File: config.mk
export PLATFORM = sky130hd
export DESIGN_NAME = pushsw_debounce_flat
export DESIGN_NICKNAME = d
export VERILOG_FILES = /design/src/rtl/pushsw_debounce_pkg.sv /design/src/rtl/pushsw_debounce_if.sv /design/src/rtl/pushsw_debounce_ch.sv /design/src/rtl/pushsw_debounce.sv /design/src/flat_wrapper.sv
export SDC_FILE = /design/constraint.sdc
export NUM_CORES = 1
export LEC_CHECK = 0
export BUFFER_PORTS_ARGS = -buffer_cell sky130_fd_sc_hd__buf_2
export CAP_MARGIN = 25
export CORE_MARGIN = 2
export CORE_UTILIZATION = 50
export CTS_CLUSTER_SIZE = 25
export DETAILED_ROUTE_END_ITERATION = 16
export PLACE_DENSITY_LB_ADDON = 0.25
export SETUP_SLACK_MARGIN = 0.5
export SYNTH_ARGS = -nofsm -noshare
export SYNTH_HDL_FRONTEND = slang
export SYNTH_SLANG_ARGS = --single-unit
File: constraint.sdc
create_clock -name clk -period 3.8 [get_ports clk]
set_clock_uncertainty 0.1 [all_clocks]
set_input_delay 0.19 -clock clk [delete_from_list [all_inputs] [get_ports clk]]
set_output_delay 0.19 -clock clk [all_outputs]
set_load 0.01 [all_outputs]
File: src/rtl/pushsw_debounce_pkg.sv
// Shared constants for the board push-switch conditioning block and its GPIO hookup.
package rw_gpio_pkg;

    localparam int unsigned NUM_PUSH_SW             = 4;
    localparam int unsigned DEBOUNCE_CYCLES_DEFAULT = 1250000;
    localparam int unsigned DEBOUNCE_CNT_W          = 21;

    // Bit positions of the conditioned switches on gpio_pin_in
    localparam int unsigned GPIO_BIT_SW0 = 21;
    localparam int unsigned GPIO_BIT_SW1 = 18;
    localparam int unsigned GPIO_BIT_SW2 = 15;
    localparam int unsigned GPIO_BIT_SW3 = 14;

endpackage

File: src/rtl/pushsw_debounce_if.sv
// Switch-side and firmware-side signals of the push-switch conditioner.
interface pushsw_debounce_if #(
    parameter int unsigned NUM_SW = rw_gpio_pkg::NUM_PUSH_SW
);
    logic [NUM_SW-1:0] sw_n_in;
    logic [NUM_SW-1:0] sw_level;
    logic [NUM_SW-1:0] sw_press_pulse;
    logic [NUM_SW-1:0] sw_release_pulse;
    logic [NUM_SW-1:0] irq_en;
    logic [NUM_SW-1:0] evt_clr;
    logic [NUM_SW-1:0] evt_pending;
    logic              evt_irq;

    modport master (
        output sw_n_in, irq_en, evt_clr,
        input  sw_level, sw_press_pulse, sw_release_pulse, evt_pending, evt_irq
    );

    modport slave (
        input  sw_n_in, irq_en, evt_clr,
        output sw_level, sw_press_pulse, sw_release_pulse, evt_pending, evt_irq
    );
endinterface

File: src/rtl/pushsw_debounce_ch.sv
// One switch channel: 2-FF synchronizer, counter debounce FSM, press/release pulses.
module debounce_ch
    import rw_gpio_pkg::*;
#(
    parameter int unsigned DEBOUNCE_CYCLES = DEBOUNCE_CYCLES_DEFAULT,
    parameter int unsigned CNT_W           = DEBOUNCE_CNT_W
) (
    input  logic clk,
    input  logic rst,
    input  logic sw_n_i,
    output logic level_o,
    output logic press_o,
    output logic release_o,
    output logic press_nxt_c
);

    localparam logic [0:0] ST_STABLE   = 1'b0;
    localparam logic [0:0] ST_COUNTING = 1'b1;

    localparam logic [CNT_W-1:0] CNT_ONE  = CNT_W'(1);
    localparam logic [CNT_W-1:0] CNT_LAST = CNT_W'(DEBOUNCE_CYCLES - 1);

    logic             sync1_q, sync2_q;
    logic [0:0]       state_q, state_d;
    logic [CNT_W-1:0] cnt_q, cnt_d;
    logic             level_q, level_d;
    logic             level_dly_q;
    logic             press_q, press_d;
    logic             release_q, release_d;
    logic             mismatch_c;

    // Synchronizer idles at 1 (released) so reset never looks like a press
    always_ff @(posedge clk or posedge rst) begin
        if (rst) begin
            sync1_q <= 1'b1;
            sync2_q <= 1'b1;
        end else begin
            sync1_q <= sw_n_i;
            sync2_q <= sync1_q;
        end
    end

    assign mismatch_c = (~sync2_q) ^ level_q;

    always_comb begin
        state_d = state_q;
        cnt_d   = cnt_q;
        level_d = level_q;
        case (state_q)
            ST_STABLE: begin
                if (mismatch_c) begin
                    state_d = ST_COUNTING;
                    cnt_d   = CNT_ONE;
                end else begin
                    cnt_d = '0;
                end
            end
            ST_COUNTING: begin
                if (!mismatch_c) begin
                    state_d = ST_STABLE;
                    cnt_d   = '0;
                end else if (cnt_q == CNT_LAST) begin
                    state_d = ST_STABLE;
                    cnt_d   = '0;
                    level_d = ~level_q;
                end else begin
                    cnt_d = cnt_q + CNT_ONE;
                end
            end
        endcase
    end

    // Pulses are one cycle behind the level change
    assign press_d     = level_q & ~level_dly_q;
    assign release_d   = ~level_q & level_dly_q;
    assign press_nxt_c = press_d;

    always_ff @(posedge clk or posedge rst) begin
        if (rst) begin
            state_q     <= ST_STABLE;
            cnt_q       <= '0;
            level_q     <= 1'b0;
            level_dly_q <= 1'b0;
            press_q     <= 1'b0;
            release_q   <= 1'b0;
        end else begin
            state_q     <= state_d;
            cnt_q       <= cnt_d;
            level_q     <= level_d;
            level_dly_q <= level_q;
            press_q     <= press_d;
            release_q   <= release_d;
        end
    end

    assign level_o   = level_q;
    assign press_o   = press_q;
    assign release_o = release_q;

endmodule

File: src/rtl/pushsw_debounce.sv
// Push-switch conditioner: per-channel debounce plus sticky press events and IRQ.
module pushsw_debounce
    import rw_gpio_pkg::*;
#(
    parameter int unsigned NUM_SW          = NUM_PUSH_SW,
    parameter int unsigned DEBOUNCE_CYCLES = DEBOUNCE_CYCLES_DEFAULT,
    parameter int unsigned CNT_W           = DEBOUNCE_CNT_W
) (
    input  logic              clk,
    input  logic              rst,
    pushsw_debounce_if.slave  bus
);

    logic [NUM_SW-1:0] level_w;
    logic [NUM_SW-1:0] press_w;
    logic [NUM_SW-1:0] release_w;
    logic [NUM_SW-1:0] press_nxt_w;
    logic [NUM_SW-1:0] evt_pending_q, evt_pending_d;

    for (genvar gi = 0; gi < int'(NUM_SW); gi++) begin : g_ch
        debounce_ch #(
            .DEBOUNCE_CYCLES (DEBOUNCE_CYCLES),
            .CNT_W           (CNT_W)
        ) u_ch (
            .clk         (clk),
            .rst         (rst),
            .sw_n_i      (bus.sw_n_in[gi]),
            .level_o     (level_w[gi]),
            .press_o     (press_w[gi]),
            .release_o   (release_w[gi]),
            .press_nxt_c (press_nxt_w[gi])
        );
    end

    // Flag rises with the visible press pulse; a set in the pulse cycle still beats a clear
    always_comb begin
        evt_pending_d = (evt_pending_q & ~bus.evt_clr) | press_nxt_w | press_w;
    end

    always_ff @(posedge clk or posedge rst) begin
        if (rst) begin
            evt_pending_q <= '0;
        end else begin
            evt_pending_q <= evt_pending_d;
        end
    end

    assign bus.sw_level         = level_w;
    assign bus.sw_press_pulse   = press_w;
    assign bus.sw_release_pulse = release_w;
    assign bus.evt_pending      = evt_pending_q;
    assign bus.evt_irq          = |(evt_pending_q & bus.irq_en);

endmodule

File: src/flat_wrapper.sv
// flat-port wrapper written by rule: the top's interface ports become plain ports
module pushsw_debounce_flat import rw_gpio_pkg::*;
#(
    parameter int unsigned NUM_SW          = NUM_PUSH_SW,
    parameter int unsigned DEBOUNCE_CYCLES = DEBOUNCE_CYCLES_DEFAULT,
    parameter int unsigned CNT_W           = DEBOUNCE_CNT_W
)
  (clk, rst, bus_sw_n_in, bus_irq_en, bus_evt_clr, bus_sw_level, bus_sw_press_pulse, bus_sw_release_pulse, bus_evt_pending, bus_evt_irq);
  pushsw_debounce_if #(.NUM_SW(NUM_SW)) bus_i ();
  input  logic clk;
  input  logic rst;
  input wire logic [$bits(bus_i.sw_n_in)-1:0] bus_sw_n_in;
  input wire logic [$bits(bus_i.irq_en)-1:0] bus_irq_en;
  input wire logic [$bits(bus_i.evt_clr)-1:0] bus_evt_clr;
  output wire logic [$bits(bus_i.sw_level)-1:0] bus_sw_level;
  output wire logic [$bits(bus_i.sw_press_pulse)-1:0] bus_sw_press_pulse;
  output wire logic [$bits(bus_i.sw_release_pulse)-1:0] bus_sw_release_pulse;
  output wire logic [$bits(bus_i.evt_pending)-1:0] bus_evt_pending;
  output wire logic [$bits(bus_i.evt_irq)-1:0] bus_evt_irq;
  assign bus_i.sw_n_in = bus_sw_n_in;
  assign bus_i.irq_en = bus_irq_en;
  assign bus_i.evt_clr = bus_evt_clr;
  assign bus_sw_level = bus_i.sw_level;
  assign bus_sw_press_pulse = bus_i.sw_press_pulse;
  assign bus_sw_release_pulse = bus_i.sw_release_pulse;
  assign bus_evt_pending = bus_i.evt_pending;
  assign bus_evt_irq = bus_i.evt_irq;
  pushsw_debounce #(.NUM_SW(NUM_SW), .DEBOUNCE_CYCLES(DEBOUNCE_CYCLES), .CNT_W(CNT_W)) u_core (.clk(clk), .rst(rst), .bus(bus_i));
endmodule
== Word level (Yosys, flattened, before mapping) ==
Index checks and enable logic that the tools add are counted.
Storage, ports and cells
  flip-flop bits (word level): 116
  bits of input ports: 14
  output and inout port bits: 17
  word-level logic and storage cells: 111
Operators by class
  $add $sub $neg: 4
  equal/unequal tests: 4
  mux-type cells: 32
  bitwise operators: 33
  reduce and logical (&&, ||, !) cells: 5
Operators with widths (count)
  two-way mux 21 bit: 8
  one-hot mux 21 bit (2 select lines): 4
  adder 21 x 1 -> 21 bit, second input constant: 4
  equality test 21 bit, second input constant: 4
  two-way mux 1 bit: 16
  inverter 1 bit: 16
  AND reduction 3 bit: 4
  bitwise AND 1 bit: 8
  bitwise AND 4 bit: 2
  OR 4 bit: 2
  one-hot mux 1 bit (2 select lines): 4
  inverter 4 bit: 1
  OR reduction 4 bit: 1
  bitwise XOR 1 bit: 4

== Depth between registers and ports, before layout ==
Gate-level depths: netlist (run 1).
  depth after elaboration: 4
  mapped depth: 6
  depth with buffers taken out: 5

== Modules after synthesis ==
Synthesis (run 1) repeated with hierarchy kept, for this count alone.
Unflattened totals
  cells, all modules: 532
  area total of the unflattened synthesis: 5457.7 um^2
By module, submodules not included
  debounce_ch: instances 4, cells an instance 128, area an instance 1321.3 um^2, seq. area each 703.2 um^2
  pushsw_debounce: instances 1, cells an instance 20, area an instance 172.7 um^2, seq. area each 100.1 um^2

== Worst setup path before layout (run 1) ==
OpenSTA, ideal clock, no wires.
  kind: register -> register
  start point: register u_core.g_ch[0].u_ch.cnt_q[8]
  end point: register u_core.g_ch[0].u_ch.cnt_q[2]
  library setup time: 0.121 ns
  arrival time: 1.887 ns
  data required time: 3.579 ns
  slack: 1.692 ns
  cell stages (with the launch flop): 6
  path buffers: 1
  period minus slack after synthesis: 2.108 ns
  cells stage by stage: dfrtp_1 > or4b_2 > or4_1 > o211ai_1 > buf_2 > nor2_1
Between the ends
  word-level cells in the longest chain between the ends: 4
Ends and longest elaborated chain
  start, declared: RTL line pushsw_debounce_ch.sv:25  | logic [CNT_W-1:0] cnt_q, cnt_d;
  start signal, assigned: RTL line pushsw_debounce_ch.sv:88  | cnt_q <= cnt_d;
  equality test 21 bit: RTL line pushsw_debounce_ch.sv:62  | end else if (cnt_q == CNT_LAST) begin
  two-way mux 21 bit: RTL line pushsw_debounce_ch.sv:62
  two-way mux 21 bit: RTL line pushsw_debounce_ch.sv:59  | if (!mismatch_c) begin
  one-hot mux 21 bit (2 select lines): RTL line pushsw_debounce_ch.sv:49  | case (state_q)
  via u_core.g_ch[0].u_ch.cnt_d[2]: RTL line pushsw_debounce_ch.sv:25
The timed path passes the listed nets, and every way through them passes these cells.
A chain may end at the register's enable or synchronous reset.

== Worst setup path in the final report (run 1) ==
  start point: register u_core.g_ch[0].u_ch.cnt_q[8]
  end point: register u_core.g_ch[0].u_ch.cnt_q[13]
Between the ends
  word-level cells in the longest chain between the ends: 4
  elaborated cells on any way between the ends: 5
  those cells by class: add/sub: 1; eq/ne: 1; mux: 3
Ends and longest elaborated chain (RTL line)
  adder 21 x 1 -> 21 bit or equality test 21 bit (tied branches): pushsw_debounce_ch.sv:67, pushsw_debounce_ch.sv:62
  two-way mux 21 bit *: pushsw_debounce_ch.sv:62
  two-way mux 21 bit *: pushsw_debounce_ch.sv:59
  one-hot mux 21 bit (2 select lines) *: pushsw_debounce_ch.sv:49
  via u_core.g_ch[0].u_ch.cnt_d[13]: pushsw_debounce_ch.sv:25
Mark *: on every way through the listed nets, which the timed path passes. The rest lies on a longest branch.

==> results of run 1 <==
==> timing repair <==
| action | in CTS | in global routing |
|---|---|---|
| endpoints found under the setup margin | 0 | 0 |
| gates resized for setup | 0 | 0 |
| hold endpoints to repair | 46 | 0 |
| hold buffers | 9 | 0 |
==> flip-flops by register name, summed over array words and instances (netlist names) <==
name,flops
u_core.g_ch.u_ch.sync2_q,4
u_core.g_ch.u_ch.state_q,4
u_core.bus.evt_pending,4
u_core.g_ch.u_ch.cnt_q,84
u_core.g_ch.u_ch.level_o,4
u_core.g_ch.u_ch.sync1_q,4
u_core.g_ch.u_ch.level_dly_q,4
u_core.g_ch.u_ch.release_o,4
u_core.g_ch.u_ch.press_o,4
==> cell type report <==
type	count	area share (%)
timing repair buffer	43	4.41
multi-input combinational	371	35.7
inverter	24	1.46
tap	140	2.73
clock inverter	12	3.14
clock buffer	20	7.11
sequential	116	45.5
==> synthesized netlist by cell type, drive strengths merged <==
| cell type | instances | area [sq um] |
|---|---|---|
| a211o | 6 | 52.6 |
| clkbuf | 10 | 37.5 |
| nor3 | 8 | 40.0 |
| nand2b | 1 | 6.26 |
| inv | 24 | 90.1 |
| a31o | 1 | 8.76 |
| or4b | 2 | 20.0 |
| nand4 | 25 | 171 |
| a31oi | 2 | 12.5 |
| a21oi | 23 | 119 |
| a21bo | 1 | 10.0 |
| a22oi | 2 | 15.0 |
| nand2 | 29 | 109 |
| nor2 | 67 | 251 |
| o31ai | 6 | 45.0 |
| or2 | 1 | 6.26 |
| a21boi | 2 | 15.0 |
| or3 | 15 | 93.8 |
| nor4b | 3 | 26.3 |
| a211oi | 2 | 15.0 |
| ha | 4 | 50.1 |
| and4 | 8 | 70.1 |
| nor4 | 22 | 138 |
| xnor2 | 34 | 298 |
| o211ai | 1 | 7.51 |
| nor3b | 1 | 7.51 |
| nand3b | 2 | 15.0 |
| dfstp | 8 | 210 |
| nand4b | 1 | 8.76 |
| or4 | 14 | 109 |
| xor2 | 23 | 201 |
| and2 | 2 | 12.5 |
| and3 | 6 | 37.5 |
| mux2i | 4 | 40.0 |
| buf | 18 | 120 |
| nand3 | 32 | 160 |
| o21ai | 15 | 75.1 |
| nor2b | 5 | 31.3 |
| or3b | 1 | 8.76 |
| dfrtp | 108 | 2700 |
==> worst max-delay path by stage <==
stage / start / endpoint / slack, ns / cells past startpoint
floorplan: u_core.g_ch[0].u_ch.cnt_q[8]$_DFF_PP0_ / u_core.g_ch[0].u_ch.cnt_q[2]$_DFF_PP0_ / 1.69 / 5
global placement: u_core.g_ch[0].u_ch.cnt_q[18]$_DFF_PP0_ / u_core.g_ch[0].u_ch.cnt_q[7]$_DFF_PP0_ / 1.18 / 5
detailed placement: u_core.g_ch[0].u_ch.cnt_q[8]$_DFF_PP0_ / u_core.g_ch[0].u_ch.cnt_q[13]$_DFF_PP0_ / 1.10 / 5
CTS: u_core.g_ch[0].u_ch.cnt_q[8]$_DFF_PP0_ / u_core.g_ch[0].u_ch.cnt_q[12]$_DFF_PP0_ / 1.09 / 5
global route: u_core.g_ch[0].u_ch.cnt_q[8]$_DFF_PP0_ / u_core.g_ch[0].u_ch.cnt_q[12]$_DFF_PP0_ / 0.95 / 5
finish: u_core.g_ch[0].u_ch.cnt_q[8]$_DFF_PP0_ / u_core.g_ch[0].u_ch.cnt_q[13]$_DFF_PP0_ / 1.09 / 5
==> power by group <==
group	total (mW)	leakage [nW]	internal, mW	switching (mW)
Combinational	0.0736	0.800	0.0242	0.0494
Clock	1.75	0.305	1.18	0.572
Sequential	1.26	1.58	1.25	0.0109
==> per-stage QoR <==
step                      hold WS, ns  total power [mW]  setup slack (ns)
after floorplan                0.0945              1.33              1.69
final                           0.217              3.09              1.09
after detailed placement        0.196              1.35              1.10
after global placement          0.195              1.35              1.18
after CTS                       0.197              3.12              1.09
after global routing            0.188              3.19             0.945
==> cells by family after synthesis <==
| kind of cell | Yosys count | synth area share (%) |
|---|---|---|
| muxes | 4 | 0.735 |
| and+or+nand+nor | 245 | 24.3 |
| buffers and inverters | 52 | 4.55 |
| DFF | 116 | 53.5 |
| AOI/OAI and AO/OA | 61 | 6.89 |
| xor gates and xnor gates | 57 | 9.16 |
| adders and majority gates | 4 | 0.919 |
==> metal layers <==
metal | wire (um) | track usage [%] | part of all wire, %
met1 | 5220 | 28.4 | 47
met4 | 119 | 5.59 | 1.1
met2 | 5350 | 33.4 | 48
met5 | 0 | 0 | 0
met3 | 441 | 6.51 | 4.0
==> worst register-to-register path, stage by stage (launching register included) <==
cell and delay, ns:
dfrtp_1 0.46, or4b_2 0.68, or4_1 0.42, o211ai_1 0.54
buf_4 0.31, a21oi_1 0.08
==> results.md, run 1 <==
* Status: complete, no violations
* Worst skew pair latency at roughly 0.5 ns
* Final period util at 71.4%
* Count of final setup violators at 0
* Hold path depth at 2
* Finished Layout Cells at 726
* Root buf cell: clkbuf_8
* Setup crit end kind: flop
* Largest net degree at the start of global routing at 57
* Slew Viols, Final at 0
* Multi-input gate area at about 2300 sq um
* Number of H-tree levels at 4
* YS warnings at 0
* Max-cap viol count at 0
* Die extent in y at ~110 um
* Startpoint types: flop
* CTS Buffer Depth at 2
* Setup TNS at 0 ns
* Clock slew at reported path FFs at about 0.06 ns
* Post-route cell area at around 6400 sq um
* Final Hold Viols at 0
* Worst Max-Slew Pin Slew at around 0.9 ns
* DIE AREA at ~12000 sq um
* Cts bufs inserted at 17
* Crit path max-delay family: simple AND/OR/NAND/NOR gates
* Reg2reg setup slack at 1.09 ns
* FF-to-FF Start: u_core.g_ch[0].u_ch.cnt_q[8]$_DFF_PP0_
* CP Class: reg2reg
* GRT Total Usage at between 20% and 30%
* Worst-path cell chain: or4b_2 -> or4_1 -> o211ai_1 -> buf_4 -> a21oi_1
* Critical path fanouts, max at 12
* Global route total overflow at 0
* CTS tree: built
* Slowest CP cell: or4b_2
* Peak VDD IR at roughly 0.00034 V
* #FFs+latches synth at approximately 120
* Highest clock rate at between 300 and 400 MHz
* Number of filler cells placed in the layout at just over 900
* Ant diodes at 0
* Hold endpoint: u_core.g_ch[3].u_ch.sync1_q$_DFF_PP1_
* Detail Route Antenna Nets at 0
* Min-delay worst type: in2reg
* WL per Instance at between 15 and 20 um
* Port Buffers at 30
* PD cells at between 400 and 500 nW/um^2
* Final Util at between 50 and 60%
* Final #Nets at between 500 and 600
* Placed cell area at ~5700 sq um
* Placed Cells at approximately 690
* Share of layout cells above drive strength 1 at ~14%
* Drt first-iter violations at about 260
* Core area at 10700 sq um
* Syn Inst Count at between 500 and 600
* Most frequent cells in the layout: dfrtp_1, nor2_1, xnor2_1, nand3_1, buf_2
* Area Growth Syn to Fin at 17.6%
* Num ports at 31
* FP Rows at 38
* P_leak at approximately 2.7 nW
* CP peak stage delay at approximately 0.68 ns
* Vias in the first global route at around 4000
* First-pass DRT Iterations at 4
* Via count at just over 4000
* Register area at ~2900 sq um
* Post-synthesis sequential area ratio at between 50% and 60%
* Slew headroom at ~40%
* Critical path required time at roughly 4.1 ns
* Syn_area_per_cell at 10.1 sq um
* Die extent in x at 108 um
* Hold_sp: bus_sw_n_in[3]
* First-pass GRT wire length at approximately 19000 um
* Crit path buf inv count at 1
* Synth Cell Area at between 5000 and 6000 sq um
* RD Place Congestion at about 0.89
* HPWL Detailed at roughly 7200 um
* Final wirelength at 11100 um
* RSZ-0062 raised after global routing: no
* Setup bufs post-CTS at 0
* Vias/cell at about 5.7
* DRC at 0
* Post-Syn Nets at 557
* Commonest non-fill, non-tap cell in the layout: dfrtp_1
* Crit path arrival time at 2.99 ns
* Period minus WS final at approximately 2.7 ns
* # clock sinks at approximately 120
* Initial antenna violation count at 0
* Worst r2r dst: u_core.g_ch[0].u_ch.cnt_q[13]$_DFF_PP0_
* Cells on worst reg2reg path at 5
* Synth unique cells at 45
* Initial core utilization at between 50% and 60%
Power figures use the tool's default switching activity.
==> run 2, diff against run 1 <==
==> constraint.sdc (replaced) <==
create_clock -name clk -period 2.2 [get_ports clk]
set_clock_uncertainty 0.1 [all_clocks]
set_input_delay 0.11 -clock clk [delete_from_list [all_inputs] [get_ports clk]]
set_output_delay 0.11 -clock clk [all_outputs]
set_load 0.01 [all_outputs]
==> run 2 against run 1 <==
Net effect: routed wire length up 19%; clock power up 42%; power up 59%; die area is the same; cell count up 8.5%; cell area rose by 15%; clock-buffer cell count down 2; combinational power rose to 3.2 times the previous value; worst hold slack got worse by 0.087 ns; register-to-register slack got worse by 1.0 ns; worst setup slack got worse by 1.0 ns; highest routed layer unchanged.
==> results.md, run 2 (synthesis results as in run 1) <==
* Status: complete, no violations
* Final Util at 68.8% (+9.1 points)
* Crit path arrival time at 2.41 ns (-0.58 ns)
* Largest net degree at the start of global routing at 35 (-39%)
* HPWL Detailed at 7340 um (+2.1%)
* Seq pwr share at 44.5% (+3.6 points)
* Clock slew at reported path FFs at 0.06 ns (about the same)
* Ant diodes at 0 (unchanged)
* Final wirelength at 13200 um (+19%)
* Slew Viols, Final at 0 (unchanged)
* Initial core utilization at 50.7% (unchanged)
* Max-cap viol count at 0 (unchanged)
* CP Class: reg2reg
* Via count at 4480 (+9.0%)
* CTS Buffer Depth at 2 (unchanged)
* Worst skew pair latency at 0.52 ns (about the same)
* Critical path fanouts, max at 7 (-5)
* Worst Max-Slew Pin Slew at 0.822 ns (-0.0738 ns)
* Clock Power Share at 50.8% (-6.0 points)
* Area Growth Syn to Fin at 35.6%
* Core area at 10700 sq um (unchanged)
* Final period util at 95.9% (+25 points)
* Slew headroom at 45.1% (+4.9 points)
* Switching share of power at 23.1% (+2.7 points)
* Vias/cell at 5.69 (+0.45%)
* FP Rows at 38 (unchanged)
* WL per Instance at 16.8 um (+9.4%)
* Count of final setup violators at 0 (unchanged)
* P_leak at 3.00 nW (+12%)
* Combinational share of power at 4.8% (+2.4 points)
* Commonest non-fill, non-tap cell in the layout: dfrtp_1
* GRT Total Usage at 23.2% (+2.0 points)
* RD Place Congestion at 0.855 (-3.9%)
* Vias in the first global route at 4582 (+13%)
* Die extent in x at 108 um (unchanged)
* PD cells at 665 nW/um^2 (+38%)
* Largest register FFs at 84 (unchanged)
* Global route total overflow at 0 (unchanged)
* Min-delay worst type: in2reg
* RSZ-0062 raised after global routing: yes
* Setup crit end kind: flop
* Initial antenna violation count at 0 (unchanged)
* Peak VDD IR at 0.000811 V (+140%)
* Most frequent cells in the layout: dfrtp_1, buf_4, xnor2_1, nor2_2, buf_2
* Setup TNS at 0 ns (unchanged)
* Critical path required time at 2.50 ns (-1.58 ns)
* Detail Route Antenna Nets at 0 (unchanged)
* Final #Nets at 653 (+10%)
* Num ports at 31 (unchanged)
* Startpoint types: flop
* Die extent in y at 108 um (unchanged)
* FF-to-FF Start: u_core.g_ch[0].u_ch.cnt_q[18]$_DFF_PP0_
* Psw at 1.13 mW (+80%)
* DIE AREA at 11700 sq um (unchanged)
* Reg with most FFs: u_core.g_ch.u_ch.cnt_q
* DRC at 0 (unchanged)
* First-pass DRT Iterations at 4 (unchanged)
* Highest clock rate at 474 MHz (+29%)
* Hold_sp: bus_sw_n_in[1]
* Number of H-tree levels at 4 (unchanged)
* Tot Pwr at 4.91 mW (+59%)
* Final Hold Viols at 0 (unchanged)
* CTS tree: built
* Critical path origin: u_core.g_ch[0].u_ch.cnt_q[18]$_DFF_PP0_
* Period minus WS final at 2.11 ns (-0.603 ns)
* Share of layout cells above drive strength 1 at 37.3% (+23 points)
* Cts bufs inserted at 17 (unchanged)
* # clock sinks at 116 (unchanged)
* Internal power at 3.78 mW (+54%)
* Root buf cell: clkbuf_8
* First-pass GRT wire length at 20900 um (+8.0%)
* Port Buffers at 30 (unchanged)
* Drt first-iter violations at 309 (+21%)
## run 2: cell count changes in the layout (fill, tap and decap cells not counted), moves of 6 or more
cell,change
buf_4,+42
nor2_1,-42
nor2_2,+31
a21oi_1,-21
a21oi_2,+21
nor2_4,+11
buf_6,+10
nor4_1,-6
or4_1,-6
or4_4,+6
## run 2: per-layer routing
layer	vias to the layer above	global-route usage, %	wire (um)
li1	2100	-	-
met1	2252	27.1	5460
met2	116	40.9	7110
met3	12	5.49	518
met4	0	9.34	129
met5	-	0	0
## run 2: critical path, stage by stage, from the launching register on
cell and delay, ns:
dfrtp_1 0.39, or4b_4 0.54, or4_1 0.41, o211ai_1 0.18, buf_4 0.18, buf_6 0.15, a21oi_2 0.04
## run 2: repair_timing
action	in CTS	in global routing
pin swaps	27	15
gates cloned	6	1
setup buffers	32	10
gates resized for setup	73	54
endpoints found under the setup margin	91	92
endpoints found under the hold margin	37	0
hold buffers	9	0
## run 2: final cells by class
cell class,count,area (sq um)
well taps,140,175
clock inverters,14,114
clock buffers,18,428
multi-input cells,371,2750
inverters,24,93.8
fillers,771,3360
repair buffers,105,913
flip-flops and latches,116,2920
## run 2: power groups by stage
stage          combinational (mW)  sequential [mW]  clock, mW
2_1_floorplan              0.0851             2.21          0
3_3_place_gp                0.133             2.22          0
3_5_place_dp                0.137             2.22          0
4_1_cts                     0.213             2.18       2.53
5_1_grt                     0.258             2.19       2.65
6_report                    0.235             2.18       2.49
## run 2: stage by stage
stage          cells  worst slack (ns)  cell area [sq um]  hold WS, ns
2_1_floorplan    539             0.171               5570       0.0145
3_3_place_gp     698            0.0858               5870        0.116
3_5_place_dp     698            0.0105               5870        0.117
4_1_cts          777             0.132               7090        0.107
5_1_grt          788            0.0270               7390        0.121
6_report         788            0.0892               7390        0.131
## run 2: path summary, 6_finish.rpt
check                                                          end  slack, ns  cells past startpoint
min in group asynchronous  u_core.g_ch[0].u_ch.cnt_q[13]$_DFF_PP0_       0.20                      3
min reg2reg                  u_core.g_ch[1].u_ch.sync2_q$_DFF_PP1_       0.25                      0
min                          u_core.g_ch[1].u_ch.sync1_q$_DFF_PP1_       0.13                      2
max reg2reg                u_core.g_ch[0].u_ch.cnt_q[13]$_DFF_PP0_       0.09                      6
max                        u_core.g_ch[0].u_ch.cnt_q[13]$_DFF_PP0_       0.09                      6
max in group asynchronous    u_core.g_ch[3].u_ch.sync1_q$_DFF_PP1_       1.10                      4
